<file path="config.mk">
export PLATFORM = sky130hd
export DESIGN_NAME = ysyx_25040111_csr_file_flat
export DESIGN_NICKNAME = d
export VERILOG_FILES = /design/src/rtl/ysyx_25040111_csr_pkg.sv /design/src/rtl/ysyx_25040111_csr_file_if.sv /design/src/rtl/ysyx_25040111_csr_cycle.sv /design/src/rtl/ysyx_25040111_csr_file.sv /design/src/flat_wrapper.sv
export SDC_FILE = /design/constraint.sdc
export NUM_CORES = 1
export LEC_CHECK = 0
export CORE_UTILIZATION = 35
export CTS_BUF_LIST = sky130_fd_sc_hd__clkbuf_16
export DETAILED_ROUTE_END_ITERATION = 16
export HOLD_SLACK_MARGIN = 0.1
export PLACE_DENSITY_LB_ADDON = 0.15
export SKIP_CTS_REPAIR_TIMING = 1
export SLEW_MARGIN = 30
export SYNTH_ARGS = -nofsm -noshare
export SYNTH_HDL_FRONTEND = slang
export SYNTH_SLANG_ARGS = --single-unit
</file>
<file path="constraint.sdc">
create_clock -name clock -period 3.43 [get_ports clock]
set_input_delay 0.686 -clock clock [delete_from_list [all_inputs] [get_ports clock]]
set_output_delay 0.686 -clock clock [all_outputs]
set_load 0.01 [all_outputs]
</file>
<file path="src/rtl/ysyx_25040111_csr_pkg.sv">
// Purpose : shared CSR addresses, mstatus layout and write-mask helpers for the csr file.
// Latency : n/a (package: constants and pure functions only).
// Backpressure: n/a.
// Contents: CSR_* addresses, MSTATUS_MIE/MPIE bit indices, MSTATUS_WMASK, MSTATUS_RESET,
//           csr_implemented / csr_writable / csr_wmask helpers.
package ysyx_25040111_csr_pkg;

  localparam int CSR_AW = 12;

  localparam logic [CSR_AW-1:0] CSR_MSTATUS   = 12'h300;
  localparam logic [CSR_AW-1:0] CSR_MTVEC     = 12'h305;
  localparam logic [CSR_AW-1:0] CSR_MSCRATCH  = 12'h340;
  localparam logic [CSR_AW-1:0] CSR_MEPC      = 12'h341;
  localparam logic [CSR_AW-1:0] CSR_MCAUSE    = 12'h342;
  localparam logic [CSR_AW-1:0] CSR_MCYCLE    = 12'hB00;
  localparam logic [CSR_AW-1:0] CSR_MCYCLEH   = 12'hB80;
  localparam logic [CSR_AW-1:0] CSR_MVENDORID = 12'hF11;
  localparam logic [CSR_AW-1:0] CSR_MARCHID   = 12'hF12;

  localparam int MSTATUS_MIE  = 3;
  localparam int MSTATUS_MPIE = 7;

  // Only MIE and MPIE are software-writable; MPP reads back as M-mode forever.
  localparam logic [31:0] MSTATUS_WMASK = 32'h0000_0088;
  localparam logic [31:0] MSTATUS_RESET = 32'h0000_1800;

  function automatic logic csr_implemented(input logic [CSR_AW-1:0] addr,
                                           input logic has_cycle);
    case (addr)
      CSR_MSTATUS, CSR_MTVEC, CSR_MSCRATCH, CSR_MEPC, CSR_MCAUSE,
      CSR_MVENDORID, CSR_MARCHID:  return 1'b1;
      CSR_MCYCLE, CSR_MCYCLEH:     return has_cycle;
      default:                     return 1'b0;
    endcase
  endfunction

  function automatic logic csr_writable(input logic [CSR_AW-1:0] addr,
                                        input logic has_cycle);
    return csr_implemented(addr, has_cycle) &&
           (addr != CSR_MVENDORID) && (addr != CSR_MARCHID);
  endfunction

  // Value a write actually stores, so forwarding and the register agree.
  function automatic logic [31:0] csr_wmask(input logic [CSR_AW-1:0] addr,
                                            input logic [31:0] data);
    case (addr)
      CSR_MSTATUS:          return (data & MSTATUS_WMASK) | MSTATUS_RESET;
      CSR_MTVEC, CSR_MEPC:  return data & ~32'h3;
      default:              return data;
    endcase
  endfunction

endpackage

</file>
<file path="src/rtl/ysyx_25040111_csr_file_if.sv">
// Purpose : bundle of CSR access, trap/mret commit and redirect signals between EXU and csr file.
// Latency : n/a (wires only); rdata/illegal combinational, redirect/redirect_pc registered in the csr file.
// Backpressure: none; every strobe is accepted in the cycle it is asserted.
// Ports   : master = core side (drives wen/waddr/wdata/ren/raddr/trap_*/mret),
//           slave  = csr file (drives rdata/illegal/redirect/redirect_pc).
interface ysyx_25040111_csr_file_if
  import ysyx_25040111_csr_pkg::*;
#(
  parameter int XLEN = 32
);
  logic              wen;
  logic [CSR_AW-1:0] waddr;
  logic [XLEN-1:0]   wdata;
  logic              ren;
  logic [CSR_AW-1:0] raddr;
  logic [XLEN-1:0]   rdata;
  logic              illegal;
  logic              trap_valid;
  logic [XLEN-1:0]   trap_cause;
  logic [XLEN-1:0]   trap_pc;
  logic              mret;
  logic              redirect;
  logic [XLEN-1:0]   redirect_pc;

  modport master (
    output wen, waddr, wdata, ren, raddr, trap_valid, trap_cause, trap_pc, mret,
    input  rdata, illegal, redirect, redirect_pc
  );

  modport slave (
    input  wen, waddr, wdata, ren, raddr, trap_valid, trap_cause, trap_pc, mret,
    output rdata, illegal, redirect, redirect_pc
  );

endinterface

</file>
<file path="src/rtl/ysyx_25040111_csr_cycle.sv">
// Purpose : free-running 64-bit cycle counter with independent low/high word load.
// Latency : load visible the cycle after the strobe; otherwise +1 every cycle out of reset.
// Backpressure: none.
// Ports   : clock, reset (sync active-low), load_lo/load_hi strobes, wdata load value, value 64-bit count.
module ysyx_25040111_csr_cycle (
  input  logic        clock,
  input  logic        reset,
  input  logic        load_lo,
  input  logic        load_hi,
  input  logic [31:0] wdata,
  output logic [63:0] value
);

  // A load replaces the increment for that cycle; the untouched half holds,
  // so a low-word load also swallows any carry into the high word.
  always_ff @(posedge clock) begin
    if (!reset) begin
      value <= '0;
    end else if (load_lo) begin
      value[31:0] <= wdata;
    end else if (load_hi) begin
      value[63:32] <= wdata;
    end else begin
      value <= value + 64'd1;
    end
  end

endmodule

</file>
<file path="src/rtl/ysyx_25040111_csr_file.sv">
// Purpose : machine-mode CSR file (mstatus/mtvec/mepc/mcause/mscratch/mcycle) with atomic trap entry and mret.
// Latency : rdata/illegal combinational with same-cycle write forwarding; redirect/redirect_pc one cycle after trap/mret.
// Backpressure: none; priority trap_valid > mret > wen, the losing write is dropped.
// Ports   : clock, reset (sync active-low), bus (slave modport of ysyx_25040111_csr_file_if).
module ysyx_25040111_csr_file
  import ysyx_25040111_csr_pkg::*;
#(
  parameter int          XLEN      = 32,
  parameter logic [31:0] MVENDORID = 32'h7973_7978,
  parameter logic [31:0] MARCHID   = 32'd25040111,
  parameter bit          HAS_CYCLE = 1'b1
) (
  input logic                       clock,
  input logic                       reset,
  ysyx_25040111_csr_file_if.slave   bus
);

  logic [XLEN-1:0] mstatus_q;
  logic [XLEN-1:0] mtvec_q;
  logic [XLEN-1:0] mepc_q;
  logic [XLEN-1:0] mcause_q;
  logic [XLEN-1:0] mscratch_q;
  logic [63:0]     mcycle;
  logic            redirect_q;
  logic [XLEN-1:0] redirect_pc_q;

  logic            wr_en;
  logic [XLEN-1:0] wr_val;
  logic [XLEN-1:0] rd_val;

  // A software write only lands when no trap/mret owns the cycle and the target is writable.
  assign wr_en  = bus.wen && !bus.trap_valid && !bus.mret && csr_writable(bus.waddr, HAS_CYCLE);
  assign wr_val = csr_wmask(bus.waddr, bus.wdata);

  generate
    if (HAS_CYCLE) begin : g_cycle
      logic load_lo;
      logic load_hi;
      assign load_lo = wr_en && (bus.waddr == CSR_MCYCLE);
      assign load_hi = wr_en && (bus.waddr == CSR_MCYCLEH);
      ysyx_25040111_csr_cycle u_cycle (
        .clock   (clock),
        .reset   (reset),
        .load_lo (load_lo),
        .load_hi (load_hi),
        .wdata   (wr_val),
        .value   (mcycle)
      );
    end else begin : g_no_cycle
      assign mcycle = '0;
    end
  endgenerate

  always_comb begin
    rd_val = '0;
    case (bus.raddr)
      CSR_MSTATUS:   rd_val = mstatus_q;
      CSR_MTVEC:     rd_val = mtvec_q;
      CSR_MSCRATCH:  rd_val = mscratch_q;
      CSR_MEPC:      rd_val = mepc_q;
      CSR_MCAUSE:    rd_val = mcause_q;
      CSR_MCYCLE:    rd_val = mcycle[31:0];
      CSR_MCYCLEH:   rd_val = mcycle[63:32];
      CSR_MVENDORID: rd_val = MVENDORID;
      CSR_MARCHID:   rd_val = MARCHID;
      default:       rd_val = '0;
    endcase
  end

  // Forwarding uses the masked value so a read-after-write in the same cycle
  // matches what the register will hold next cycle.
  assign bus.rdata = !bus.ren ? '0 :
                     (wr_en && (bus.raddr == bus.waddr)) ? wr_val : rd_val;

  assign bus.illegal = (bus.ren && !csr_implemented(bus.raddr, HAS_CYCLE)) ||
                       (bus.wen && !csr_writable(bus.waddr, HAS_CYCLE));

  always_ff @(posedge clock) begin
    if (!reset) begin
      mstatus_q     <= MSTATUS_RESET;
      mtvec_q       <= '0;
      mepc_q        <= '0;
      mcause_q      <= '0;
      mscratch_q    <= '0;
      redirect_q    <= 1'b0;
      redirect_pc_q <= '0;
    end else begin
      redirect_q <= bus.trap_valid || bus.mret;
      if (bus.trap_valid) begin
        // Redirect target is the handler base as it stood before this cycle.
        redirect_pc_q             <= mtvec_q;
        mepc_q                    <= bus.trap_pc & {{(XLEN-2){1'b1}}, 2'b00};
        mcause_q                  <= bus.trap_cause;
        mstatus_q[MSTATUS_MPIE]   <= mstatus_q[MSTATUS_MIE];
        mstatus_q[MSTATUS_MIE]    <= 1'b0;
      end else if (bus.mret) begin
        redirect_pc_q             <= mepc_q;
        mstatus_q[MSTATUS_MIE]    <= mstatus_q[MSTATUS_MPIE];
        mstatus_q[MSTATUS_MPIE]   <= 1'b1;
      end else if (wr_en) begin
        case (bus.waddr)
          CSR_MSTATUS:  mstatus_q  <= wr_val;
          CSR_MTVEC:    mtvec_q    <= wr_val;
          CSR_MSCRATCH: mscratch_q <= wr_val;
          CSR_MEPC:     mepc_q     <= wr_val;
          CSR_MCAUSE:   mcause_q   <= wr_val;
          default:      ;
        endcase
      end
    end
  end

  assign bus.redirect    = redirect_q;
  assign bus.redirect_pc = redirect_pc_q;

endmodule
</file>
<file path="src/flat_wrapper.sv">
// flat-port wrapper written by rule: the top's interface ports become plain ports
module ysyx_25040111_csr_file_flat import ysyx_25040111_csr_pkg::*;
#(
  parameter int          XLEN      = 32,
  parameter logic [31:0] MVENDORID = 32'h7973_7978,
  parameter logic [31:0] MARCHID   = 32'd25040111,
  parameter bit          HAS_CYCLE = 1'b1
)
  (clock, reset, bus_wen, bus_waddr, bus_wdata, bus_ren, bus_raddr, bus_trap_valid, bus_trap_cause, bus_trap_pc, bus_mret, bus_rdata, bus_illegal, bus_redirect, bus_redirect_pc);
  ysyx_25040111_csr_file_if #(.XLEN(XLEN)) bus_i ();
  input logic clock;
  input logic reset;
  input wire logic [$bits(bus_i.wen)-1:0] bus_wen;
  input wire logic [$bits(bus_i.waddr)-1:0] bus_waddr;
  input wire logic [$bits(bus_i.wdata)-1:0] bus_wdata;
  input wire logic [$bits(bus_i.ren)-1:0] bus_ren;
  input wire logic [$bits(bus_i.raddr)-1:0] bus_raddr;
  input wire logic [$bits(bus_i.trap_valid)-1:0] bus_trap_valid;
  input wire logic [$bits(bus_i.trap_cause)-1:0] bus_trap_cause;
  input wire logic [$bits(bus_i.trap_pc)-1:0] bus_trap_pc;
  input wire logic [$bits(bus_i.mret)-1:0] bus_mret;
  output wire logic [$bits(bus_i.rdata)-1:0] bus_rdata;
  output wire logic [$bits(bus_i.illegal)-1:0] bus_illegal;
  output wire logic [$bits(bus_i.redirect)-1:0] bus_redirect;
  output wire logic [$bits(bus_i.redirect_pc)-1:0] bus_redirect_pc;
  assign bus_i.wen = bus_wen;
  assign bus_i.waddr = bus_waddr;
  assign bus_i.wdata = bus_wdata;
  assign bus_i.ren = bus_ren;
  assign bus_i.raddr = bus_raddr;
  assign bus_i.trap_valid = bus_trap_valid;
  assign bus_i.trap_cause = bus_trap_cause;
  assign bus_i.trap_pc = bus_trap_pc;
  assign bus_i.mret = bus_mret;
  assign bus_rdata = bus_i.rdata;
  assign bus_illegal = bus_i.illegal;
  assign bus_redirect = bus_i.redirect;
  assign bus_redirect_pc = bus_i.redirect_pc;
  ysyx_25040111_csr_file #(.XLEN(XLEN), .MVENDORID(MVENDORID), .MARCHID(MARCHID), .HAS_CYCLE(HAS_CYCLE)) u_core (.clock(clock), .reset(reset), .bus(bus_i));
endmodule
</file>
==> metrics <==
Area Overhead vs Synth 39.1%; Final Cycle Share 103%; Port-buffer cells 189; Core Footprint 39,900 sq um; Sink Count 257; most frequent cells after synthesis nor2_1, dfxtp_1, a21oi_1; vias in the first global route 14,587; drt total wl 64,400 um; FF-to-FF End u_core.g_cycle.u_cycle.value[56]; pre-CTS setup slack -1.00 ns; mean routed wirelength per cell 23.3 um; crit path DAT 2.86 ns; kind of critical path input pin to output port; main combinational cell family by area after synthesis simple AND/OR/NAND/NOR gates; crit path cell chain buf_6 -> or4_4 -> or3_4 -> a21oi_4 -> o211ai_1 -> clkbuf_16 -> buf_12 -> mux2_4 -> nor2_2 -> buf_2; post-route ant nets 0; Worst-Skew Late Latency 0.60 ns; RSZ-0062 raised after global routing yes; Setup Viol. Count Final 27; synthesized-area fraction occupied by adder cells 0.158%; CP endpoint bus_rdata[9]; CP endpoint kind output port; Main synth FF type dfxtp_1; chip width 204 um; die area 41,500 sq um; Critical Path Fanout Max 7; #FFs+latches synth 257; Syn Area/Cell 7.63 sq um; min setup slack post-route -0.117 ns; R2R depth 7; Peak VDD IR 0.346 mV; TritonCTS Buffers 30; Post-Synth Simple-Gate Area 24.8%; failing checks setup timing; number of placed I/O pins 192; CTS max path bufs 3; Post-Syn Area 14,200 sq um; largest net degree at the start of global routing 96; synth unique cells 80; post-synthesis async set-or-reset flop share 0%; Synth Area in Compound Gates 23.6%; Synth top area share 36.1%; Worst Setup SP bus_waddr[4]; Detailed Place HPWL 47,600 um; initial antenna violation count 2; register area 5140 sq um; Remaining DRCs 0; Worst-path clk slew 0.06 ns; CTS tree done; Crit path largest cell delay 0.53 ns; worst slew pin tran 0.834 ns; Max-Cap Viols 0; worst r2r src u_core.g_cycle.u_cycle.value[0]; Slew headroom 44.2%; gr usage total 29.9%; area of the multi-input gates 8790 sq um; reg2reg setup slack 0.53 ns; GRT Residual Overflow 0; Pwr Density 357 nW/um^2; Vias/cell 5.74; Worst Setup Start Kind input pin; synth top area cells dfxtp_1, nor2_1, a21oi_1, mux2i_1, nand2_1; final number of hold-violating endpoints 0; Initial Utilization 35.7%; FMAX 282 MHz; post-layout minimum cycle time 3.55 ns; sequential area share after synthesis 36.1%; GPL Wtd Cong 0.978; Post-Layout Cell Count 2,761; initial DRC count 1,462; Critical Path RT 2.74 ns; first-pass GRT wire length 93,700 um; H-Tree Depth 1; slowest CP cell or4_4; Cells after Synth 1,868; # rows 73; final net count 2,339; Hold Path Class flop to flop; EDFF count, synth 0; most common cell in the netlist nor2_1; xor/xnor share of the synthesized area 1.84%; post-route clock skew 0.00745 ns; Chip Height 204 um; syn nets 1,995; number of fill cells 3,945; dpl cells 2,682; yosys warns 0; Lkg Pwr 8.00 nW; layout cell share with drive strength beyond 1 22.0%; Root Buffer clkbuf_16; Vias 15,848; largest area contributor in the netlist dfxtp_1; Final Max Slew Viols 0; post-synthesis mux area share 8.46%; status finished, violations left; DR pass1 iterations 6
-- worst min path at each step --
stage	cells past startpoint	from	endpoint	slack, ns
6_report	1	u_core.mstatus_q[11]	u_core.mstatus_q[11]	0.45
5_1_grt	1	u_core.mstatus_q[12]	u_core.mstatus_q[12]	0.47
4_1_cts	1	u_core.mstatus_q[11]	u_core.mstatus_q[11]	0.44
3_5_place_dp	1	u_core.mstatus_q[11]	u_core.mstatus_q[11]	0.43
3_3_place_gp	1	u_core.mstatus_q[11]	u_core.mstatus_q[11]	0.43
2_1_floorplan	1	u_core.mstatus_q[11]	u_core.mstatus_q[11]	0.41
-- area by class of cell --
| class | count | area share [%] |
|---|---|---|
| Timing Repair Buffer | 470 | 21.3 |
| Clock inverter | 24 | 0.953 |
| Antenna cell | 2 | 0.0253 |
| Sequential cell | 257 | 26.0 |
| Tap cell | 525 | 3.31 |
| Clock buffer | 30 | 3.79 |
| Multi-Input combinational cell | 1435 | 44.4 |
| Inverter | 18 | 0.354 |
-- placed cells by master, fill, tap and decap left out, drive strengths merged, types with 5 or more instances in the layout --
cell	count
nand2b	7
or2	17
clkbuf	40
o21a	12
dlymetal6s2s	20
o211a	11
o2bb2ai	11
and4	7
clkinv	18
mux2i	81
nor4b	8
o22ai	26
or4	9
xor2	11
inv	20
a31oi	19
buf	312
clkdlybuf4s50	128
dfxtp	257
xnor2	19
a222oi	6
a22oi	36
mux2	35
and2	12
nor3	48
and3	42
a21oi	202
nand4	31
a22o	5
nand3	45
nor2	332
a211oi	44
o32a	6
or3	8
a221oi	10
o211ai	6
o21ai	101
nand2	142
nor4	18
a311oi	10
-- routing by layer --
| layer | vias to the layer above | share of wire [%] | global-route usage [%] |
|---|---|---|---|
| met3 | 78 | 6.4 | 2.78 |
| met1 | 7678 | 47 | 44.3 |
| met2 | 631 | 44 | 46.5 |
| met5 | - | 0 | 0 |
| met4 | 0 | 2.3 | 6.04 |
| li1 | 7461 | - | - |
-- where the power goes --
part | total [W] | internal (W) | switching, W | leakage (nW)
sequential | 0.00311 | 0.00305 | 0.0000610 | 2.09
combinational | 0.000851 | 0.000392 | 0.000459 | 5.45
clock | 0.00312 | 0.00174 | 0.00138 | 0.464
-- kinds of logic (layout without fill, tap and decap cells) --
logic type / after synthesis / in the layout
buf+inv: 176 / 542
other cells: 0 / 2
flops: 257 / 257
mux: 116 / 116
fa+ha+maj: 2 / 2
compound gates: 538 / 538
simple gates: 749 / 749
xor+xnor: 30 / 30
-- sequential cells by signal, summed over array words and instances (netlist names) --
signal and count:
u_core.g_cycle.u_cycle.value 64, u_core.mepc_q 32, u_core.bus.redirect_pc 32, u_core.mcause_q 32
u_core.mstatus_q 32, u_core.bus.redirect 1, u_core.mtvec_q 32, u_core.mscratch_q 32
-- through the flow --
step	setup TNS (ns)	util [%]	power [W]	hold WS (ns)	cell area (sq um)
3_5_place_dp	-30.43	46.0	0.00397	0.428	18400
4_1_cts	-30.22	48.4	0.00705	0.442	19300
6_report	-2.09	49.7	0.00708	0.449	19800
3_3_place_gp	-28.92	46.0	0.00397	0.427	18400
5_1_grt	-3.47	49.7	0.00727	0.466	19800
2_1_floorplan	0	-	0.00349	0.412	14200
-- worst max-delay path, delay by kind of cell --
family | cells | cell delay, ns
simple gates | 3 | 0.98
buf+inv | 4 | 0.60
mux | 1 | 0.29
compound gates | 2 | 0.29
No activity file was read; power rests on OpenSTA's default activity.
